==> config.mk <==
export PLATFORM = sky130hd
export DESIGN_NAME = csr_irq_ctrl
export DESIGN_NICKNAME = d
export VERILOG_FILES = /design/src/rtl/csr_irq_ctrl.sv
export SDC_FILE = /design/constraint.sdc
export NUM_CORES = 1
export LEC_CHECK = 0
export CORE_MARGIN = 3
export CORE_UTILIZATION = 30
export DETAILED_ROUTE_END_ITERATION = 7
export SYNTH_ARGS = -nofsm -noshare
export SYNTH_HDL_FRONTEND = slang
export SYNTH_SLANG_ARGS = --single-unit
==> constraint.sdc <==
create_clock -name clk -period 4.48 [get_ports clk]
set_input_delay 0.896 -clock clk [delete_from_list [all_inputs] [get_ports clk]]
set_output_delay 0.896 -clock clk [all_outputs]
set_load 0.1 [all_outputs]
==> src/rtl/csr_irq_ctrl.sv <==
// rtl/csr_irq_ctrl.sv - machine-mode interrupt entry sequencer for the CSR file
module csr_irq_ctrl #(
  parameter int SYNC_STAGES = 2,
  parameter int CAUSE_W     = 5
) (
  input  logic               clk,
  input  logic               cpurst_n,
  input  logic               irq_ext,
  input  logic               irq_timer,
  input  logic               irq_soft,
  input  logic               mstatus_mie,
  input  logic               mie_meie,
  input  logic               mie_mtie,
  input  logic               mie_msie,
  input  logic [31:0]        mtvec,
  input  logic               wb_valid,
  input  logic               wb_exp,
  input  logic               wb_mret,
  input  logic               wb_irqcfg_wr,
  input  logic               redirect_ack,
  output logic               mip_meip,
  output logic               mip_mtip,
  output logic               mip_msip,
  output logic               int_take,
  output logic [CAUSE_W-1:0] int_causecode,
  output logic               flush_req,
  output logic               redirect_valid,
  output logic [31:0]        redirect_pc
);

  typedef enum logic [1:0] {IDLE, REQ, TAKE, REDIR} state_t;

  state_t state, state_nxt;

  logic [SYNC_STAGES-1:0] sync_e, sync_t, sync_s;
  logic                   elig_e, elig_s, elig_t, any_elig;
  logic                   accept, commit;
  logic [CAUSE_W-1:0]     win_cause;
  logic [31:0]            base, target;

  // Plain level synchronisers; SYNC_STAGES must be at least 2.
  always_ff @(posedge clk or negedge cpurst_n) begin
    if (!cpurst_n) begin
      sync_e <= '0;
      sync_t <= '0;
      sync_s <= '0;
    end else begin
      sync_e <= {sync_e[SYNC_STAGES-2:0], irq_ext};
      sync_t <= {sync_t[SYNC_STAGES-2:0], irq_timer};
      sync_s <= {sync_s[SYNC_STAGES-2:0], irq_soft};
    end
  end

  assign mip_meip = sync_e[SYNC_STAGES-1];
  assign mip_mtip = sync_t[SYNC_STAGES-1];
  assign mip_msip = sync_s[SYNC_STAGES-1];

  assign elig_e   = mip_meip & mie_meie;
  assign elig_s   = mip_msip & mie_msie;
  assign elig_t   = mip_mtip & mie_mtie;
  assign any_elig = mstatus_mie & (elig_e | elig_s | elig_t);

  // mret and mie/mstatus writes change the enables, so the take waits for them to settle.
  assign accept = wb_valid & ~wb_exp & ~wb_mret & ~wb_irqcfg_wr;
  assign commit = (state == REQ) & any_elig & accept;

  always_comb begin
    win_cause = CAUSE_W'(7);
    if (elig_e)      win_cause = CAUSE_W'(11);
    else if (elig_s) win_cause = CAUSE_W'(3);
  end

  assign base   = {mtvec[31:2], 2'b00};
  assign target = (mtvec[1:0] == 2'b01) ? base + (32'(win_cause) << 2) : base;

  always_ff @(posedge clk or negedge cpurst_n) begin
    if (!cpurst_n) begin
      state         <= IDLE;
      int_causecode <= '0;
      redirect_pc   <= '0;
    end else begin
      state <= state_nxt;
      if (commit) begin
        int_causecode <= win_cause;
        redirect_pc   <= target;
      end
    end
  end

  always_comb begin
    state_nxt = state;
    case (state)
      IDLE:  if (any_elig) state_nxt = REQ;
      REQ: begin
        if (!any_elig)   state_nxt = IDLE;
        else if (accept) state_nxt = TAKE;
      end
      TAKE:  state_nxt = REDIR;
      REDIR: if (redirect_ack) state_nxt = IDLE;
      default: state_nxt = IDLE;
    endcase
  end

  // Decoded from state so a reset drops them without waiting for a clock.
  assign int_take       = (state == TAKE);
  assign flush_req      = (state == TAKE) | (state == REDIR);
  assign redirect_valid = (state == REDIR);

endmodule

After elaboration in Yosys (flattened, before gate mapping)
Cells that the tools add are included.
- register bits after elaboration: 45
- output and inout port bits: 43
- word-level logic and storage cells: 39
- add/sub/neg operators: 1
- equality and inequality tests: 7
- multiplexer cells: 8
- bitwise operators: 15
- reduce and logical (&&, ||, !) cells: 2
- operators by type and width (kind ; number):
    $add A32 B7 Y32 ; 1
    $mux W32 ; 1
    $and A1 B1 Y1 ; 9
    $mux W2 ; 4
    $pmux W2 S4 ; 1
    $eq A2 B1 Y1 const B ; 2
    $eq A2 B2 Y1 const B ; 2
    $mux W4 ; 1
    $ne A2 B2 Y1 const B ; 2
    $mux W3 ; 1
    $ne A3 B3 Y1 const B ; 1
    $not A1 Y1 ; 3
    $or A1 B1 Y1 ; 3
    $reduce_and A3 Y1 ; 1
    $logic_not A2 Y1 ; 1

Logic depth before layout (Yosys ltp)
- depth after elaboration: 7
- mapped depth: 8
- mapped depth without buffers: 7

Least setup slack after synthesis
OpenSTA, ideal clock, no wires.
- kind: reg-to-output
- start: reg with a tool-made name
- end: out int_take
- data arrival time: 1.756 ns
- data required time: 3.584 ns
- path slack: 1.828 ns
- stages on the path, launching flop included: 2
- path buffers: 0
- path through: dfrtp_1 -> nor2b_1
- RTL lines (item ; RTL line ; RTL):
    end, declared ; 24 ; output logic int_take,

Final worst setup path
- start: in mie_meie
- end: reg redirect_pc[19]
- word-level cells in the longest chain between the ends: 6
- elaborated cells between the ends (all ways): 9
- classes of those cells: 1 x add/sub; 2 x mux; 6 x bitwise
- ends and longest elaborated chain (item ; RTL line ; RTL):
    start, declared ; 12 ; input logic mie_meie,
    $and A1 B1 Y1 (*) ; 58 ; assign elig_e = mip_meip & mie_meie;
    named net elig_e ; 36 ; logic elig_e, elig_s, elig_t, any_elig;
    parallel branches: the longest is 5 deep, another holds $add A32 B7 Y32 ; - ;
    end signal, assigned ; 85 ; redirect_pc <= target;
    end, declared ; 28 ; output logic [31:0] redirect_pc
Mark *: on every way through the listed nets, which the timed path passes.
A chain may end at the register's enable or synchronous reset.

==> results by group <==
Clocking
  – Root buffer cell: clkbuf_8
  – CTS-repair resized insts: 0
  – Clock sink total: 41
  – CTS tree: yes
  – Post-CTS Hold Fix Bufs: 0
  – CTS buffer count: 5
  – Max Buffers Root-to-Sink: 2
  – Reg clk slew, reported paths: 0.09 ns
  – Buffers inserted by post-CTS timing repair: 0
  – H-tree depth: 2
  – Latest clock arrival within the worst-skew pair: 0.30 ns

Timing
  – Final Slew Violations: 0
  – Clk_skew: 0.0119 ns
  – Slew headroom: 33.2%
  – Final setup fails: 0
  – Slew @ Worst Pin: 0.999 ns
  – RSZ-0062 raised after global routing: false
  – Setup TNS: 0 ns
  – Final hold vios: 0
  – Final Critical Period: 3.00 ns
  – PnR worst setup slack: 1.48 ns
  – Tcrit/Tclk final: 67.0%
  – Fmax: 333 MHz

Setup path
  – R2r setup slk: 2.12 ns
  – Critical path launch point type: input pin
  – CP max stage delay: 0.64 ns
  – CP max stage cell: a311oi_4
  – Kind of critical path: input pin to flop
  – Worst Setup SP: mie_meie
  – CP endpoint: redirect_pc[19]$_DFFE_PN0P_
  – Setup crit end kind: flop
  – FF-to-FF path depth: 7
  – Crit-path max FO: 13
  – Critical path cell sequence: clkdlybuf4s50_1 -> and2_1 -> ha_1 -> o211a_1 -> a311oi_4 -> nor3_1 -> xnor2_1 -> o21ai_0
  – Required time worst endpoint: 4.69 ns
  – Arrival time worst endpoint: 3.21 ns
  – Reg-to-Reg End: redirect_pc[19]$_DFFE_PN0P_
  – FF-to-FF Start: sync_e[1]$_DFF_PN0_

Placement
  – I/O Buffers: 85
  – Post-DP HPWL: 4060 um
  – Setup WS pre-CTS: 1.09 ns
  – Routability Congestion: 0.763

Job
  – Max cap viols: 0

GRT
  – Largest net degree at the start of global routing: 48
  – Gr ovfl total: 0
  – Antenna violations before repair: 0
  – All-layer global routing usage: 12.9%
  – Vias in the first global route: 1857
  – First-pass GRT wire length: 8980 um

Pwr
  – Clock power share: 24.5%
  – P_sw: 0.559 mW
  – Flop pwr share: 33.5%
  – Power Density: 390 nW/um2
  – Combinational group share of total power: 42.0%
  – VDD IR max: 0.157 mV
  – LEAKAGE: 1.31 nW
  – Pint: 0.734 mW
  – Sw Share: 43.3%

Logic synthesis
  – Unique masters post-synth: 47
  – Cell taking the most area after synthesis: dfrtp_1
  – Area share of the largest cell type after synthesis: 44.6%
  – FFs w/ async S/R, synth: 100%
  – Mapped Avg Cell Area: 10.0 um2
  – Synth area leaders: dfrtp_1 (45%), xnor2_1 (11%), nand2_1 (6.9%), o21ai_0 (4.8%), o21ai_1 (2.0%)
  – Gate count after technology mapping: 230
  – Post-synth EDFFs: 0
  – Most used DFF post-synth: dfrtp_1
  – Post-synthesis sequential area ratio: 44.6%
  – Cell area after synthesis: 2300 um2
  – #FFs+latches synth: 41
  – Ys Warns: 0

Finish
  – Most common library cell in the layout ignoring fill and taps: clkdlybuf4s50_1
  – P&R area growth vs syn: 44.3%
  – Most frequent cells in the layout: clkdlybuf4s50_1 (84), nand2_1 (42), dfrtp_1 (41)
  – Register area: 1030 um2
  – ANT cells: 0
  – Footprint of the multi-input gates: 1180 um2
  – Layout cells sized above 1: 9.29%
  – Layout Nets: 359
  – Number of fill cells: 713

Drt
  – WL per Instance: 13.3 um
  – Final ANT Viol Nets: 0
  – Pre-antenna DRT Iters: 4
  – Total vias in the final route: 1848
  – Via density: 4.50
  – Routed wire length: 5460 um
  – Initial DRC Count: 71
  – Drc violations: 0

Die
  – IO Count: 89
  – Core ar.: 7330 um2
  – FP Rows: 31
  – Die width: 93.6 um
  – Die area: 8750 um2
  – Initial Utilization: 31.4%
  – Die Y: 93.6 um

Hold path
  – Worst min-delay path class: flop to flop

Outcome
  – Outcome: finished, final reports clean
## cell families (layout without fill, tap and decap cells)
kind of cell | Yosys count | count (layout) | share of synthesized area (%)
other | 1 | 3 | 0.163
buffers and inverters | 17 | 97 | 4.52
AND/OR/NAND/NOR | 97 | 97 | 25.6
multiplexers | 3 | 3 | 1.41
AO/OA/AOI/OAI | 39 | 39 | 11.2
XOR/XNOR | 30 | 30 | 11.4
adder cells (fa/ha/maj) | 2 | 2 | 1.09
flip-flops | 41 | 41 | 44.6
## cell usage after synthesis, drive strengths merged (3+ instances only)
master  number
nand3        4
nor4         3
and2         4
nand2       42
clkbuf       6
buf          9
dfrtp       41
o21ai       31
nand2b       4
nand4        3
and4         3
xnor2       29
nor4b        6
nor3         7
nor3b        5
nor2         7
## how the worst min path moves through the flow
stage | start | end | slack, ns | depth (start not counted)
after global routing | sync_s[0]$_DFF_PN0_ | sync_s[1]$_DFF_PN0_ | 0.36 | 0
after detailed placement | sync_s[0]$_DFF_PN0_ | sync_s[1]$_DFF_PN0_ | 0.34 | 0
after global placement | sync_s[0]$_DFF_PN0_ | sync_s[1]$_DFF_PN0_ | 0.33 | 0
final | sync_s[0]$_DFF_PN0_ | sync_s[1]$_DFF_PN0_ | 0.35 | 0
after CTS | sync_s[0]$_DFF_PN0_ | sync_s[1]$_DFF_PN0_ | 0.36 | 0
after floorplan | sync_e[0]$_DFF_PN0_ | sync_e[1]$_DFF_PN0_ | 0.33 | 0
## through the flow
stage               hold WS, ns  power [mW]  instances  cell area, um2  utilization [%]
finish                    0.353        1.29        411            3320             45.3
global route              0.363        1.35        411            3320             45.3
CTS                       0.357        1.31        411            3320             45.3
detailed placement        0.336       0.988        403            3200             43.6
global placement          0.332       0.986        403            3200             43.6
floorplan                 0.331       0.834        232            2310                -
## layout make-up
cell class              instances  area share (%)
well taps                      99            3.73
repair buffers                 87            25.9
flip-flops and latches         41            30.9
clock buffers                   6            2.49
clock inverters                 2            1.13
multi-input cells             174            35.6
inverters                       2           0.226
## registers in the layout, indices dropped and copies added, names as in the netlist, named ones only
name,cells
int_causecode,3
redirect_pc,30
state,1
sync_e,2
sync_s,2
sync_t,2
## critical path, delay by kind of cell
kind / cells / cell delay (ns)
buffers and inverters: 1 / 0.47
and+or+nand+nor: 2 / 0.34
AOI/OAI and AO/OA: 3 / 0.98
xor gates and xnor gates: 1 / 0.15
adders and majority gates: 1 / 0.37
## power groups by stage
stage / clock, mW / combinational [mW] / sequential, mW
6_report: 0.316 / 0.543 / 0.433
3_3_place_gp: 0 / 0.545 / 0.440
2_1_floorplan: 0 / 0.117 / 0.717
5_1_grt: 0.343 / 0.568 / 0.439
4_1_cts: 0.332 / 0.548 / 0.434
3_5_place_dp: 0 / 0.547 / 0.441
## per-layer routing
| metal | up-vias | track usage [%] | share of wire [%] |
|---|---|---|---|
| met5 | - | 0 | 0 |
| met4 | 0 | 3.61 | 1.1 |
| met3 | 6 | 2.90 | 5.5 |
| met2 | 48 | 20.7 | 46 |
| met1 | 845 | 17.5 | 47 |
| li1 | 949 | - | - |
(Power assumes the default switching activity.)
